===== src/rtl/note_sequencer_pkg.sv =====
// Shared definitions for the note sequencer: song-entry layout, rest code, FSM states.
package note_sequencer_pkg;

  localparam int unsigned NOTE_LSB = 0;
  localparam int unsigned NOTE_W   = 10;
  localparam int unsigned DUR_LSB  = 10;
  localparam int unsigned DUR_W    = 6;

  localparam logic [NOTE_W-1:0] REST_CODE = 10'h3FF;

  typedef enum logic [2:0] {
    IDLE,
    FETCH,
    LATCH,
    PLAY,
    GAP
  } seq_state_e;

  function automatic logic [NOTE_W-1:0] entry_note(input logic [15:0] word);
    return word[NOTE_LSB +: NOTE_W];
  endfunction

  function automatic logic [DUR_W-1:0] entry_dur(input logic [15:0] word);
    return word[DUR_LSB +: DUR_W];
  endfunction

endpackage


===== src/rtl/note_sequencer_if.sv =====
// Control, song-ROM and decoder-facing signals of the note sequencer.
interface note_sequencer_if #(
  parameter int unsigned ADDR_W = 8
) ();

  logic                                start;
  logic                                stop;
  logic                                loop_en;
  logic [ADDR_W-1:0]                   rom_addr;
  logic [15:0]                         rom_data;
  logic [note_sequencer_pkg::NOTE_W-1:0] note;
  logic                                gate;
  logic                                note_strobe;
  logic                                busy;
  logic                                done;

  // Sequencer side
  modport master (
    input  start, stop, loop_en, rom_data,
    output rom_addr, note, gate, note_strobe, busy, done
  );

  // Controller / ROM / decoder side
  modport slave (
    output start, stop, loop_en, rom_data,
    input  rom_addr, note, gate, note_strobe, busy, done
  );

endinterface


===== src/rtl/note_sequencer_beat_tick_gen.sv =====
// Clear-able modulo-TICK_DIV counter producing a one-cycle beat tick.
module beat_tick_gen #(
  parameter int unsigned TICK_DIV = 12500000
) (
  input  logic clk,
  input  logic reset,
  input  logic clr,
  input  logic en,
  output logic tick
);

  localparam int unsigned    CNT_W = (TICK_DIV > 1) ? $clog2(TICK_DIV) : 1;
  localparam logic [CNT_W-1:0] LAST = CNT_W'(TICK_DIV - 1);

  logic [CNT_W-1:0] cnt_q, cnt_d;

  // Next count: clear wins, otherwise wrap at TICK_DIV-1 while enabled
  always_comb begin
    cnt_d = cnt_q;
    if (clr) begin
      cnt_d = '0;
    end else if (en) begin
      cnt_d = (cnt_q == LAST) ? '0 : cnt_q + CNT_W'(1);
    end
  end

  // Counter register
  always_ff @(posedge clk) begin
    if (reset) begin
      cnt_q <= '0;
    end else begin
      cnt_q <= cnt_d;
    end
  end

  assign tick = en && !clr && (cnt_q == LAST);

endmodule


===== src/rtl/note_sequencer.sv =====
// Song player: walks a song ROM, holds each note for duration*TICK_DIV cycles,
// inserts a silent gap, and stops or loops at a zero-duration terminator.
module note_sequencer
  import note_sequencer_pkg::*;
#(
  parameter int unsigned ADDR_W     = 8,
  parameter int unsigned TICK_DIV   = 12500000,
  parameter int unsigned GAP_CYCLES = 250000
) (
  input  logic              clk,
  input  logic              reset,
  note_sequencer_if.master  bus
);

  localparam int unsigned      GAP_W    = (GAP_CYCLES > 0) ? $clog2(GAP_CYCLES + 1) : 1;
  localparam logic [GAP_W-1:0] GAP_LOAD = GAP_W'(GAP_CYCLES);

  seq_state_e        state_q, state_d;
  logic [ADDR_W-1:0] rom_addr_q, rom_addr_d;
  logic [NOTE_W-1:0] note_q, note_d;
  logic              gate_q, gate_d;
  logic              note_strobe_q, note_strobe_d;
  logic              busy_q, busy_d;
  logic              done_q, done_d;
  logic [DUR_W-1:0]  dur_q, dur_d;
  logic [GAP_W-1:0]  gap_q, gap_d;
  logic              tick;
  logic              div_clr;
  logic              div_en;

  // The divider only runs in PLAY; leaving PLAY (or stop) restarts it from zero
  assign div_en  = (state_q == PLAY);
  assign div_clr = (state_q != PLAY) || bus.stop;

  beat_tick_gen #(
    .TICK_DIV (TICK_DIV)
  ) u_beat_tick_gen (
    .clk   (clk),
    .reset (reset),
    .clr   (div_clr),
    .en    (div_en),
    .tick  (tick)
  );

  // Next-state and output logic; stop overrides whatever the FSM decided
  always_comb begin
    state_d       = state_q;
    rom_addr_d    = rom_addr_q;
    note_d        = note_q;
    gate_d        = gate_q;
    note_strobe_d = 1'b0;
    done_d        = 1'b0;
    dur_d         = dur_q;
    gap_d         = gap_q;

    case (state_q)
      IDLE: begin
        if (bus.start) begin
          rom_addr_d = '0;
          state_d    = FETCH;
        end
      end
      FETCH: begin
        state_d = LATCH;
      end
      LATCH: begin
        if (entry_dur(bus.rom_data) == '0) begin
          if (bus.loop_en) begin
            rom_addr_d = '0;
            state_d    = FETCH;
          end else begin
            done_d  = 1'b1;
            state_d = IDLE;
          end
        end else begin
          note_d        = entry_note(bus.rom_data);
          dur_d         = entry_dur(bus.rom_data);
          note_strobe_d = 1'b1;
          gate_d        = (entry_note(bus.rom_data) != REST_CODE);
          state_d       = PLAY;
        end
      end
      PLAY: begin
        if (tick) begin
          if (dur_q == DUR_W'(1)) begin
            gate_d = 1'b0;
            dur_d  = '0;
            if (GAP_CYCLES == 0) begin
              rom_addr_d = rom_addr_q + ADDR_W'(1);
              state_d    = FETCH;
            end else begin
              gap_d   = GAP_LOAD;
              state_d = GAP;
            end
          end else begin
            dur_d = dur_q - DUR_W'(1);
          end
        end
      end
      GAP: begin
        if (gap_q == GAP_W'(1)) begin
          gap_d      = '0;
          rom_addr_d = rom_addr_q + ADDR_W'(1);
          state_d    = FETCH;
        end else begin
          gap_d = gap_q - GAP_W'(1);
        end
      end
      default: begin
        state_d = IDLE;
      end
    endcase

    // Abort: back to IDLE silently, note and address are held
    if (bus.stop) begin
      state_d       = IDLE;
      rom_addr_d    = rom_addr_q;
      note_d        = note_q;
      gate_d        = 1'b0;
      note_strobe_d = 1'b0;
      done_d        = 1'b0;
      dur_d         = '0;
      gap_d         = '0;
    end

    busy_d = (state_d != IDLE);
  end

  // State and output registers
  always_ff @(posedge clk) begin
    if (reset) begin
      state_q       <= IDLE;
      rom_addr_q    <= '0;
      note_q        <= '0;
      gate_q        <= 1'b0;
      note_strobe_q <= 1'b0;
      busy_q        <= 1'b0;
      done_q        <= 1'b0;
      dur_q         <= '0;
      gap_q         <= '0;
    end else begin
      state_q       <= state_d;
      rom_addr_q    <= rom_addr_d;
      note_q        <= note_d;
      gate_q        <= gate_d;
      note_strobe_q <= note_strobe_d;
      busy_q        <= busy_d;
      done_q        <= done_d;
      dur_q         <= dur_d;
      gap_q         <= gap_d;
    end
  end

  assign bus.rom_addr    = rom_addr_q;
  assign bus.note        = note_q;
  assign bus.gate        = gate_q;
  assign bus.note_strobe = note_strobe_q;
  assign bus.busy        = busy_q;
  assign bus.done        = done_q;

endmodule


===== src/flat_wrapper.sv =====
// flat-port wrapper written by rule: the top's interface ports become plain ports
module note_sequencer_flat import note_sequencer_pkg::*;
#(
  parameter int unsigned ADDR_W     = 8,
  parameter int unsigned TICK_DIV   = 12500000,
  parameter int unsigned GAP_CYCLES = 250000
)
  (clk, reset, bus_start, bus_stop, bus_loop_en, bus_rom_data, bus_rom_addr, bus_note, bus_gate, bus_note_strobe, bus_busy, bus_done);
  note_sequencer_if #(.ADDR_W(ADDR_W)) bus_i ();
  input  logic clk;
  input  logic reset;
  input wire logic [$bits(bus_i.start)-1:0] bus_start;
  input wire logic [$bits(bus_i.stop)-1:0] bus_stop;
  input wire logic [$bits(bus_i.loop_en)-1:0] bus_loop_en;
  input wire logic [$bits(bus_i.rom_data)-1:0] bus_rom_data;
  output wire logic [$bits(bus_i.rom_addr)-1:0] bus_rom_addr;
  output wire logic [$bits(bus_i.note)-1:0] bus_note;
  output wire logic [$bits(bus_i.gate)-1:0] bus_gate;
  output wire logic [$bits(bus_i.note_strobe)-1:0] bus_note_strobe;
  output wire logic [$bits(bus_i.busy)-1:0] bus_busy;
  output wire logic [$bits(bus_i.done)-1:0] bus_done;
  assign bus_i.start = bus_start;
  assign bus_i.stop = bus_stop;
  assign bus_i.loop_en = bus_loop_en;
  assign bus_i.rom_data = bus_rom_data;
  assign bus_rom_addr = bus_i.rom_addr;
  assign bus_note = bus_i.note;
  assign bus_gate = bus_i.gate;
  assign bus_note_strobe = bus_i.note_strobe;
  assign bus_busy = bus_i.busy;
  assign bus_done = bus_i.done;
  note_sequencer #(.ADDR_W(ADDR_W), .TICK_DIV(TICK_DIV), .GAP_CYCLES(GAP_CYCLES)) u_core (.clk(clk), .reset(reset), .bus(bus_i));
endmodule

===== config.mk =====
export PLATFORM = sky130hd
export DESIGN_NAME = note_sequencer_flat
export DESIGN_NICKNAME = d
export VERILOG_FILES = /design/src/rtl/note_sequencer_pkg.sv /design/src/rtl/note_sequencer_if.sv /design/src/rtl/note_sequencer_beat_tick_gen.sv /design/src/rtl/note_sequencer.sv /design/src/flat_wrapper.sv
export SDC_FILE = /design/constraint.sdc
export NUM_CORES = 1
export LEC_CHECK = 0
export ABC_AREA = 1
export CORE_ASPECT_RATIO = 1.4
export CORE_UTILIZATION = 35
export CTS_CLUSTER_SIZE = 30
export DETAILED_ROUTE_END_ITERATION = 8
export SETUP_SLACK_MARGIN = 0.3
export SLEW_MARGIN = 15
export SYNTH_ARGS = -nofsm -noshare
export SYNTH_HDL_FRONTEND = slang
export SYNTH_SLANG_ARGS = --single-unit

===== constraint.sdc =====
create_clock -name clk -period 1.95 [get_ports clk]
set_input_delay 0.195 -clock clk [delete_from_list [all_inputs] [get_ports clk]]
set_output_delay 0.195 -clock clk [all_outputs]
set_load 0.02 [all_outputs]

==> summary.md, run 1 <==
| Metric | Value |
|---|---|
| Crit path launch type | flip-flop |
| Initial DRC Count | 143 |
| Arrival time worst endpoint | 1860 ps |
| RSZ-0062 raised after global routing | yes |
| Nets | 747 |
| Final Slew Violations | 0 |
| Die H | 131 microns |
| Final Instance Area | 5450 sq um |
| Reg2reg start | u_core.u_beat_tick_gen.cnt_q[1] |
| Worst vdd ir | 0.000401 V |
| CP max stage cell | dfxtp_2 |
| GRT met2 Usage | 36.7% |
| Main combinational cell family by area after synthesis | simple AND/OR/NAND/NOR gates |
| Vias | 4279 |
| Netlist Area Pre-Place | 4150 sq um |
| Yosys top cell by area | dfxtp_1 |
| Total power | 3250 uW |
| Initial core utilization | 36.2% |
| Buffers on Ports | 42 |
| H-tree depth | 3 |
| RePlAce Congestion | 0.880 |
| Final Skew | 11.1 ps |
| Avg Cell Area, Syn | 6.40 sq um |
| Post-Synth Adder-Cell Area | 1.81% |
| Synth Area in Compound Gates | 9.74% |
| Largest cells by area after synthesis | dfxtp_1, nand2_1, nor2_1, inv_1, a21oi_1 |
| Worst slew pin tran | 333 ps |
| Relative slew slack | 77.6% |
| Clk sink count | 73 |
| FF+latch count, synth | 73 |
| Post-synthesis simple-gate area fraction | 42.4% |
| Area delta synth->final | 31.3% |
| Max Cap Viol | 0 |
| Hold Vio Cnt, Final | 0 |
| Hold Path Cell Cnt | 3 |
| WP buf/inv | 0 |
| Cell row count | 46 |
| Root buf cell | clkbuf_16 |
| Crit-path cells | ha_4, nand2_4, nor2_4, nand3_2, nor2_4, nand3_2, nand2_4, nand3_4, nand2_1, a21oi_1 |
| Reg area | 1470 sq um |
| Area taken by multi-input logic gates | 2580 sq um |
| Pre-antenna DRT Iters | 4 |
| Critical Path End Type | flip-flop |
| Worst reg2reg path endpoint | u_core.gap_q[6] |
| WP data required | 2180 ps |
| CP Class | reg -> reg |
| DP Area | 4800 sq um |
| Met3 usage | 2.95% |
| Syn Nets | 675 |
| XOR/XNOR Fraction of Synth Area | 2.53% |
| Total track usage | 18.9% |
| Outcome | complete, no violations |
| Syn. warnings | 0 |
| Register-to-register setup slack | 320 ps |
| Die area | 12300 sq um |
| R2R depth | 10 |
| Post-synthesis mux area share | 0% |
| DP Wirelength | 8.05 mm |
| TritonCTS Buffers | 9 |
| Hold Slack | 445 ps |
| Main synth FF type | dfxtp_1 |
| Layout cells sized above 1 | 17.2% |
| Unique masters post-synth | 40 |
| Die Width | 94.0 microns |
| DR WL/cell | 12.9 microns |
| Core area | 11500 sq um |
| CP top delay family | simple AND/OR/NAND/NOR gates |
| DRC | 0 |
| Routed Antenna Nets | 0 |
| First-pass GRT wire length | 18.2 mm |
| GR peak layer | met2 |
| Vias in the first global route | 4052 |
| Worst-path clk slew | 60 ps |
| Origin of the worst setup path | u_core.u_beat_tick_gen.cnt_q[1] |
| Delay of the slowest critical-path stage | 350 ps |
| Critical path peak fanout | 8 |
| Met1 usage | 19.3% |
| TritonCTS clock tree | done |
| Hold Startpoint | bus_rom_data[9] |
| Ports | 43 |
| Final TNS setup | 0 ps |
| Post-synth EDFFs | 0 |
| Period minus WS final | 1630 ps |
| Pleak | 0.00217 uW |
| Setup Viol. Count Final | 0 |
| Clk Latency, worst-skew pair | 350 ps |
| Seq/Total Area, Yosys | 35.2% |
| Largest net degree at the start of global routing | 20 |
| Post-Route WL | 11.2 mm |
| Worst Hold Path EP | u_core.bus.note[9] |
| N_diodes | 0 |
| Asr flop ratio synth | 0% |
| CTS Buffer Depth | 2 |
| Pwr dens | 597 nW/um^2 |
| DR vias/cell | 4.92 |
| Hold Crit Class | in -> reg |
| # fillers | 1160 |
| Yosys top cell area share | 35.2% |
| Initial antenna violation count | 0 |
| Fmax | 0.613 GHz |
| Overflow left after global routing | 0 |
| Final period utilization | 83.7% |
| Syn Inst Count | 648 |
-- worst reg2reg max path, cell delays in order, from the launching register on --
cell and delay [ps]:
dfxtp_2 350, ha_4 150, nand2_4 60, nor2_4 150
nand3_2 110, nor2_4 150, nand3_2 100, nand2_4 120
nand3_4 170, nand2_1 110, a21oi_1 60
-- what timing repair did --
| action | 4_1_cts | 5_1_grt |
|---|---|---|
| hold endpoints to repair | 0 | 0 |
| hold buffers | 0 | 0 |
| resized for setup | 23 | 49 |
| endpoints found under the setup margin | 45 | 60 |
| setup buffers | 6 | 7 |
| cloned | 2 | 1 |
| pin swaps | 8 | 17 |
-- cells in the mapped netlist (2+ instances only) --
cell      number
nand2_1      176
nor2_1       108
dfxtp_1       73
inv_1         70
a21oi_1       46
nand3_1       43
nand4_1       21
o21ai_0       15
nor3_1        14
xor2_1        10
ha_1           6
o21ai_1        6
buf_2          5
inv_2          5
nor2_2         5
clkbuf_1       4
nand2_2        4
nand3b_1       4
a21oi_2        3
nor2_4         3
nor3b_1        3
or2_2          3
nor3_4         2
o22ai_1        2
xnor2_1        2
-- routing by layer --
layer / part of all wire, % / routed length [microns] / vias up
li1: - / - / 2230
met1: 42 / 4680 / 1973
met2: 54 / 6000 / 58
met3: 2.3 / 256 / 18
met4: 2.5 / 276 / 0
met5: 0 / 0 / -
-- cell type report --
cell class              count  share of cell area (%)
clock buffers               9                    4.14
clock inverters             7                   0.988
inverters                  76                    5.31
multi-input cells         491                    47.3
flip-flops and latches     73                    27.0
well taps                 144                    3.31
repair buffers             69                    11.9
-- kinds of logic after synthesis --
family                     count (synthesis)
AOI/OAI and AO/OA                         76
xor gates and xnor gates                  12
adders and majority gates                  6
buffers and inverters                     87
DFF                                       73
and+or+nand+nor                          394
-- power breakdown --
group          switching (uW)  leakage (uW)  internal, uW
Combinational            95.5       0.00145          84.2
Clock                     694      0.000128           869
Sequential               8.18      0.000593          1500
Total                     797       0.00217          2450
-- per-stage QoR --
step	utilization, %	instances	worst slack [ps]
2_1_floorplan	-	648	352
6_report	47.6	869	318
4_1_cts	45.7	861	291
3_5_place_dp	41.9	837	123
3_3_place_gp	41.9	837	157
5_1_grt	47.6	869	224
-- sequential cells by signal, summed over array words and instances (netlist names) --
register                      flops
u_core.state_q                    3
u_core.bus.note                  10
u_core.bus.note_strobe            1
u_core.u_beat_tick_gen.cnt_q     24
u_core.bus.gate                   1
u_core.dur_q                      6
u_core.bus.done                   1
u_core.bus.rom_addr               8
u_core.bus.busy                   1
u_core.gap_q                     18
-- worst max-delay path by stage --
stage               slack [ps]  cells past startpoint                to
floorplan                  350                     11  u_core.gap_q[13]
global placement           160                     11  u_core.gap_q[17]
detailed placement         120                     11  u_core.gap_q[17]
CTS                        290                     10  u_core.gap_q[13]
global route               220                     11   u_core.bus.busy
finish                     320                     10   u_core.gap_q[6]
-- cell usage in the layout, fill, tap and decap left out, types with 2 or more instances in the layout --
cell	n
nand2_4	6
nand3_1	39
dfxtp_2	8
or2_2	3
nor3_1	12
nor3b_1	3
nand3_2	3
inv_1	68
a21oi_2	6
clkbuf_16	9
clkinvlp_4	4
nand2_2	13
o21ai_1	9
ha_1	4
inv_2	7
nand2_1	163
o22ai_1	2
xnor2_1	2
dfxtp_1	65
nor2_4	9
nor2_1	94
nand4_1	21
buf_6	2
clkdlybuf4s50_1	40
xor2_1	10
dlymetal6s2s_1	2
buf_4	24
nand3b_1	4
o21ai_0	12
nor3_2	2
inv_6	2
nand3_4	5
nor2_2	13
nor3_4	2
a21oi_1	43
Note: power is estimated with default switching activity, not from simulation.
==> run 2, diff against run 1 <==
clock period = 1.6 ns   (was 1.95 ns; I/O delays follow)
==> run 2 against run 1 <==
  * Combinational power increased by 57%
  * Critical path depth is the same
  * Utilization up 11 points
  * Final cell count up 9.4%
  * Critical endpoint is now u_core.gap_q[16]
  * Largest cell class unchanged
  * Highest routed layer unchanged
==> summary.md, run 2 (same netlist as run 1, synthesis figures left out) <==
| Metric | Value |
|---|---|
| DR WL/cell | 13.7 microns |
| Cts hold-fix bufs | 0 |
| Most common cell after layout, fill and taps aside | nand2_1 |
| Post-Route WL | 13.0 mm |
| Pwr dens | 637 nW/um^2 |
| Layout cells sized above 1 | 39.4% |
| Worst reg2reg path endpoint | u_core.gap_q[16] |
| Delay of the slowest critical-path stage | 320 ps |
| Worst Hold Path EP | u_core.bus.done |
| Vias in the first global route | 4790 |
| Hold Startpoint | bus_rom_data[15] |
| Int Power | 3310 uW |
| Final TNS setup | 0 ps |
| Pre-antenna DRT Iters | 4 |
| TritonCTS Buffers | 9 |
| Largest net degree at the start of global routing | 20 |
| Final Instance Area | 6700 sq um |
| Arrival time worst endpoint | 1810 ps |
| Setup Viol. Count Final | 0 |
| DP Wirelength | 8.75 mm |
| CP max stage cell | dfxtp_2 |
| Switching pwr | 954 uW |
| WP buf/inv | 2 |
| Crit path launch type | flip-flop |
| Initial antenna violation count | 0 |
| N_diodes | 0 |
| Die H | 131 microns |
| Ports | 43 |
| Critical Path End Type | flip-flop |
| Die area | 12300 sq um |
| RePlAce Congestion | 0.886 |
| Hold Path Cell Cnt | 5 |
| CP top delay family | simple AND/OR/NAND/NOR gates |
| Final Skew | 4.75 ps |
| Period minus WS final | 1590 ps |
| Clock power share | 50.5% |
| Reg2reg start | u_core.gap_q[1] |
| Worst slew pin tran | 332 ps |
| Total track usage | 22.1% |
| Pleak | 0.00282 uW |
| Crit-path cells | inv_2, buf_4, ha_1, nand2_2, nor2_4, nand2_2, nor3_1, o21ai_1, nand2_1, a21oi_2 |
| Outcome | complete, no violations |
| DR vias/cell | 5.05 |
| Total power | 4270 uW |
| Area delta synth->final | 61.5% |
| CP Class | reg -> reg |
| Largest reg by FF count | u_core.u_beat_tick_gen.cnt_q |
| Root buf cell | clkbuf_16 |
| H-tree depth | 3 |
| Initial DRC Count | 164 |
| Max Cap Viol | 0 |
| Worst-path clk slew | 60 ps |
| Worst vdd ir | 0.000560 V |
| Clk sink count | 73 |
| Fmax | 0.628 GHz |
| Die Width | 94.0 microns |
| RSZ-0062 raised after global routing | yes |
| Final core occ | 58.5% |
| Core area | 11500 sq um |
| CTS Buffer Depth | 2 |
| Seq pwr share | 42.9% |
| Most frequent CP cell | nand2_2 |
| Buffers on Ports | 42 |
| Clk Latency, worst-skew pair | 340 ps |
| Vias | 4801 |
| Switching fraction of total power | 22.4% |
| DRC | 0 |
| Register-to-register setup slack | 8 ps |
| Hold Vio Cnt, Final | 0 |
| Routed Antenna Nets | 0 |
| WP data required | 1820 ps |
| Most frequent cells in the layout | nand2_1, buf_4, nor2_1, inv_1, dfxtp_1 |
| First-pass GRT wire length | 21.3 mm |
| Gate power share | 6.6% |
| Overflow left after global routing | 0 |
| Critical path peak fanout | 5 |
| Relative slew slack | 77.7% |
| DP Area | 5360 sq um |
| TritonCTS clock tree | done |
| Final period utilization | 99.5% |
| R2R depth | 10 |
| Nets | 829 |
| Final Slew Violations | 0 |
| Max FFs per register | 24 |
| Initial core utilization | 36.2% |
| Hold Crit Class | in -> reg |
| # fillers | 1014 |
| Cell row count | 46 |
[run 2: area by class of cell]
| class | count | area, sq um | share of cell area [%] |
|---|---|---|---|
| clock inverter | 6 | 82.6 | 1.23 |
| sequential | 73 | 1500 | 22.4 |
| clock buffer | 10 | 229 | 3.42 |
| timing repair buffer | 151 | 1360 | 20.3 |
| multi-input combinational | 491 | 3040 | 45.4 |
| inverter | 76 | 304 | 4.54 |
| tap | 144 | 180 | 2.69 |
[run 2: worst min-delay path: stages]
cell and delay, ps:
dlymetal6s2s_1 100, nor2_1 50, nand4_1 110, buf_4 120
nor3_1 30
[run 2: routing by layer]
metal,share of wire (%),GRT usage (%),vias up
met5,0,0,-
met4,3.9,12.3,0
met3,2.9,4.22,46
met2,55,42.7,103
met1,38,21.7,2243
li1,-,-,2409
[run 2: how the worst max path moves through the flow]
stage                                    startpoint                     end  slack, ps  cells after the start
CTS                 u_core.u_beat_tick_gen.cnt_q[0]        u_core.gap_q[10]         40                     10
global placement                   bus_rom_data[15]  u_core.bus.rom_addr[7]       -140                      9
finish                              u_core.gap_q[1]        u_core.gap_q[16]          8                     10
global route        u_core.u_beat_tick_gen.cnt_q[0]         u_core.dur_q[5]        -80                     11
floorplan           u_core.u_beat_tick_gen.cnt_q[1]        u_core.gap_q[13]         50                     11
detailed placement                 bus_rom_data[14]  u_core.bus.rom_addr[2]       -180                      9
[run 2: power by group through the flow]
| stage | combinational [uW] | sequential, uW | clock (uW) |
|---|---|---|---|
| 4_1_cts | 249 | 1830 | 2190 |
| 3_5_place_dp | 231 | 1880 | 0 |
| 2_1_floorplan | 95.8 | 1880 | 0 |
| 6_report | 282 | 1830 | 2150 |
| 5_1_grt | 305 | 1830 | 2280 |
| 3_3_place_gp | 227 | 1880 | 0 |
[run 2: through the flow]
stage	worst slack, ps	hold slack, ps	cells
detailed placement	-183	457	904
CTS	42.6	400	942
floorplan	50.1	305	648
finish	7.73	287	951
global placement	-141	455	904
global route	-79.0	336	951
[run 2: what timing repair did]
action / in CTS / in global routing
setup endpoints to repair: 93 / 75
gates cloned: 3 / 0
setup buffers: 19 / 9
gates resized for setup: 120 / 137
pin swaps: 51 / 52
